### src/rtl/mul_pow2_seq_if.sv
// Operand/result handshake between the ALU control FSM (master) and the doubling sequencer (slave).
// clr rides with the request side because the same controller that issues ops also aborts them.
interface mul_pow2_seq_if #(
  parameter int WIDTH = 8,
  parameter int CNTW  = 3
);
  logic             clr;
  logic             in_valid;
  logic             in_ready;
  logic [WIDTH-1:0] x;
  logic [CNTW-1:0]  k;
  logic             out_valid;
  logic             out_ready;
  logic [WIDTH-1:0] p;
  logic             c;
  logic             ovf;

  modport master (
    output clr, in_valid, x, k, out_ready,
    input  in_ready, out_valid, p, c, ovf
  );

  modport slave (
    input  clr, in_valid, x, k, out_ready,
    output in_ready, out_valid, p, c, ovf
  );
endinterface

### src/rtl/mul_pow2_seq.sv
// Multiplies x by 2^k with one doubling step per clock; result valid k+1 edges after accept.
// Accepts only in IDLE and holds the result in DONE until the consumer takes it.
module mul_pow2_seq #(
  parameter int WIDTH = 8,
  parameter int CNTW  = 3
) (
  input  logic           clk,
  input  logic           rst,
  mul_pow2_seq_if.slave  bus
);

  typedef enum logic [1:0] {
    IDLE = 2'd0,
    RUN  = 2'd1,
    DONE = 2'd2
  } state_t;

  state_t           state;
  state_t           state_nxt;
  logic [WIDTH-1:0] acc;
  logic [CNTW-1:0]  cnt;
  logic             carry;
  logic             ovf_sticky;

  logic             accept;
  logic             consume;
  logic             last_step;
  logic             zero_k;

  assign accept    = bus.in_valid  & (state == IDLE);
  assign consume   = bus.out_ready & (state == DONE);
  assign last_step = (cnt == CNTW'(1));
  assign zero_k    = (bus.k == '0);

  always_ff @(posedge clk or posedge rst) begin
    if (rst) begin
      state <= IDLE;
    end else begin
      state <= state_nxt;
    end
  end

  // clr outranks every handshake, so it is tested before the per-state transitions.
  always_comb begin
    state_nxt = state;
    if (bus.clr) begin
      state_nxt = IDLE;
    end else begin
      case (state)
        IDLE: if (accept)    state_nxt = zero_k ? DONE : RUN;
        RUN:  if (last_step) state_nxt = DONE;
        DONE: if (consume)   state_nxt = IDLE;
        default:             state_nxt = IDLE;
      endcase
    end
  end

  always_comb begin
    bus.in_ready  = (state == IDLE);
    bus.out_valid = (state == DONE);
  end

  always_ff @(posedge clk or posedge rst) begin
    if (rst) begin
      acc        <= '0;
      cnt        <= '0;
      carry      <= 1'b0;
      ovf_sticky <= 1'b0;
    end else if (bus.clr) begin
      acc        <= '0;
      cnt        <= '0;
      carry      <= 1'b0;
      ovf_sticky <= 1'b0;
    end else begin
      case (state)
        IDLE: begin
          if (accept) begin
            acc        <= bus.x;
            cnt        <= bus.k;
            carry      <= 1'b0;
            ovf_sticky <= 1'b0;
          end
        end
        RUN: begin
          acc        <= {acc[WIDTH-2:0], 1'b0};
          carry      <= acc[WIDTH-1];
          ovf_sticky <= ovf_sticky | acc[WIDTH-1];
          cnt        <= cnt - CNTW'(1);
        end
        default: begin
        end
      endcase
    end
  end

  assign bus.p   = acc;
  assign bus.c   = carry;
  assign bus.ovf = ovf_sticky;

endmodule
### src/flat_wrapper.sv
// flat-port wrapper written by rule: the top's interface ports become plain ports
module mul_pow2_seq_flat 
#(
  parameter int WIDTH = 8,
  parameter int CNTW  = 3
)
  (clk, rst, bus_clr, bus_in_valid, bus_x, bus_k, bus_out_ready, bus_in_ready, bus_out_valid, bus_p, bus_c, bus_ovf);
  mul_pow2_seq_if #(.WIDTH(WIDTH), .CNTW(CNTW)) bus_i ();
  input  logic clk;
  input  logic rst;
  input wire logic [$bits(bus_i.clr)-1:0] bus_clr;
  input wire logic [$bits(bus_i.in_valid)-1:0] bus_in_valid;
  input wire logic [$bits(bus_i.x)-1:0] bus_x;
  input wire logic [$bits(bus_i.k)-1:0] bus_k;
  input wire logic [$bits(bus_i.out_ready)-1:0] bus_out_ready;
  output wire logic [$bits(bus_i.in_ready)-1:0] bus_in_ready;
  output wire logic [$bits(bus_i.out_valid)-1:0] bus_out_valid;
  output wire logic [$bits(bus_i.p)-1:0] bus_p;
  output wire logic [$bits(bus_i.c)-1:0] bus_c;
  output wire logic [$bits(bus_i.ovf)-1:0] bus_ovf;
  assign bus_i.clr = bus_clr;
  assign bus_i.in_valid = bus_in_valid;
  assign bus_i.x = bus_x;
  assign bus_i.k = bus_k;
  assign bus_i.out_ready = bus_out_ready;
  assign bus_in_ready = bus_i.in_ready;
  assign bus_out_valid = bus_i.out_valid;
  assign bus_p = bus_i.p;
  assign bus_c = bus_i.c;
  assign bus_ovf = bus_i.ovf;
  mul_pow2_seq #(.WIDTH(WIDTH), .CNTW(CNTW)) u_core (.clk(clk), .rst(rst), .bus(bus_i));
endmodule
### config.mk
export PLATFORM = sky130hd
export DESIGN_NAME = mul_pow2_seq_flat
export DESIGN_NICKNAME = d
export VERILOG_FILES = /design/src/rtl/mul_pow2_seq_if.sv /design/src/rtl/mul_pow2_seq.sv /design/src/flat_wrapper.sv
export SDC_FILE = /design/constraint.sdc
export NUM_CORES = 1
export LEC_CHECK = 0
export CORE_MARGIN = 8
export CORE_UTILIZATION = 47
export DETAILED_ROUTE_END_ITERATION = 10
export PLACE_DENSITY = 0.84
export SYNTH_ARGS = -nofsm -noshare
export SYNTH_HDL_FRONTEND = slang
export SYNTH_SLANG_ARGS = --single-unit
### constraint.sdc
create_clock -name clk -period 3.83 [get_ports clk]
set_clock_uncertainty 0.15 [all_clocks]
set_input_delay 0.766 -clock clk [delete_from_list [all_inputs] [get_ports clk]]
set_output_delay 0.766 -clock clk [all_outputs]
set_load 0.02 [all_outputs]
==> results.yml <==
sta:
  fin_setup_tns_ns: 0
  layout_min_cycle_time_ns: 2.53
  fmax_mhz: 395
  final-setup-viol-count: 0
  rsz0062_at_grt: "no"
  finalHoldViolations: 0
  worst_pin_slew_ns: 0.570
  holdWs_ns: 0.346
  slew_headroom_pct: 61.9
  fin_crit_sh_pct: 66.1
  slew_violations: 0
die:
  die_w_um: 58.0
  coreArea_sq_mm: 0.00169
  die_area_sq_mm: 0.00336
  initial_core_util_pct: 49.0
  rows: 15
  boundaryPins: 28
  die-height_um: 58.0
power_and_ir_drop:
  p_seq_share_pct: 48.3
  pwr-share-clk_pct: 22.5
  power.switching_w: 0.000116
  switching_share_pct: 30.0
  combPwrFrac_pct: 29.2
  ir_drop_uv: 208
  power_density_mw_per_mm2: 349
  internal_power_w: 0.000272
  cellLeakagePower_nw: 0.495
cts:
  clock_path_buffers: 2
  cts_tree: "built"
  cts_resized: 0
  root_buffer: "clkbuf_4"
  cts.sinks: 15
  worstSkewPairLatency_ns: 0.27
  numCtsBuffers: 3
  clk_pin_slew_ns: 0.09
  htreeDepth: 1
  cts_hold_buf: 0
  postCtsSetupRepairBufs: 0
critical_path:
  r2r_end: "u_core.state[1]"
  r2r_start: "u_core.state[1]"
  end_kind: "output pin"
  startpoint_type: "flip-flop"
  crit_chain: "nand2b_1, inv_1, clkdlybuf4s50_1"
  worstPathRequired_ns: 2.91
  critical_path_depth: 3
  critPathMaxFanout: 10
  path_buf_inv: 2
  slowest_delay_ns: 0.59
  startpoint: "u_core.state[0]"
  crit_family: "buffers and inverters"
  r2r_slack_ns: 2.20
  path_class: "reg2out"
  crit_arrival_ns: 1.62
  rr_worst_depth: 3
  cpMaxStageDelayCell: "clkdlybuf4s50_1"
yosys:
  yosys_warnings: 0
  syn-cell-area_sq_um: 827
  synth_edf_count: 0
  ys_seq_area_share_pct: 45.4
  synthArstFlopShare_pct: 100
  syn_avg_cell_area_sq_um: 11.0
  synth_ff_type: "dfrtp_1"
  synth_cells: 75
  synth_nets: 93
  synth-seq-cells: 15
  synth_cell_types: 26
final_layout:
  layout_common_cells: "clkdlybuf4s50_1, dfrtp_1, o2bb2ai_1, mux2i_1, inv_1"
  layout.nets: 120
  syn_to_final_growth_pct: 34.3
  drive_gt1_share_pct: 8.91
  nFillCells: 152
  final_common_cell: "clkdlybuf4s50_1"
  diodes: 0
run:
  drv_cap: 0
route:
  ant_nets: 0
  vias: 657
  drt-initial-drc-count: 10
  drcViolationCount: 0
  wire_per_inst_um: 15.7
  first_pass_iters: 5
  routed_wl_um: 1860
  vias_per_cell: 5.57
placement:
  portBuffers: 27
  dpl.hpwl_um: 1390
  place.gp.congestion: 0.843
global_route:
  grt_pass1_wl_um: 3250
  grt_max_degree: 16
  grt_usage_pct: 11.9
  antenna_found_initial: 0
  grt_pass1_vias: 762
  grt.overflow.total: 0
hold_path:
  hold_path_end: "u_core.bus.c"
  hold-path-cell-count: 1
  hp-start: "u_core.bus.c"
  min_path_type: "reg2reg"
outcome:
  outcome: "complete, no violations"
-- area by class of cell --
cell class | instances | area (sq um) | area share, %
repair buffers | 27 | 270 | 24.3
multi-input cells | 48 | 392 | 35.2
well taps | 17 | 21.3 | 1.91
clock buffers | 4 | 26.3 | 2.36
flip-flops and latches | 15 | 375 | 33.8
inverters | 7 | 26.3 | 2.36
-- worst max path at each step --
stage | end | slack [ns]
floorplan | u_core.state[1] | 2.03
global placement | u_core.state[1] | 1.60
detailed placement | u_core.state[1] | 1.55
CTS | bus_out_valid | 1.29
global route | bus_out_valid | 1.21
finish | bus_out_valid | 1.30
-- worst reg2reg max path, delay by kind of cell, from the launching register on --
kind	cells	cell delay, ns
DFF	1	0.51
AOI/OAI and AO/OA	2	0.49
and+or+nand+nor	1	0.41
-- power groups by stage --
stage                     Combinational (W)  Sequential (W)  Clock (W)
after floorplan                   0.0000625        0.000195          0
after global routing               0.000124        0.000190   0.000101
final                              0.000113        0.000187  0.0000874
after CTS                          0.000115        0.000187  0.0000916
after detailed placement           0.000115        0.000190          0
after global placement             0.000113        0.000190          0
-- kinds of logic after synthesis --
family                   synth area share, %
AO/OA/AOI/OAI                           22.1
buffers and inverters                   7.26
AND/OR/NAND/NOR                         12.6
multiplexers                            9.68
adder cells (fa/ha/maj)                 3.03
flip-flops                              45.4
-- per-stage QoR --
step	power, W	area, sq um	cells	util (%)	setup WS [ns]
2_1_floorplan	0.000258	827	75	-	2.03
3_3_place_gp	0.000302	1080	114	64.2	1.60
3_5_place_dp	0.000305	1080	114	64.2	1.55
4_1_cts	0.000394	1110	118	65.8	1.29
5_1_grt	0.000415	1110	118	65.8	1.21
6_report	0.000388	1110	118	65.8	1.30
-- metal layers --
metal	wire length, um	track usage [%]	vias to the layer above
li1	-	-	319
met3	161	6.18	0
met4	0	2.80	0
met5	0	0	-
met1	863	13.4	316
met2	833	19.6	22
-- sequential cells by signal, indices dropped and copies added (netlist names) --
register / cells
u_core.state: 2
u_core.cnt: 3
u_core.bus.ovf: 1
u_core.bus.p: 8
u_core.bus.c: 1
-- synth_stat cells (all sizes together), types with 2 or more instances --
master | n | area share [%]
nand2 | 2 | 0.91
a21oi | 5 | 3.5
nor2 | 2 | 0.91
ha | 2 | 3.0
inv | 7 | 3.2
or3 | 3 | 2.9
o2bb2ai | 11 | 12
nand2b | 5 | 5.0
o21ai | 3 | 1.8
mux2i | 8 | 9.7
dfrtp | 15 | 45
buf | 5 | 4.1
No activity file was read; power rests on OpenSTA's default activity.
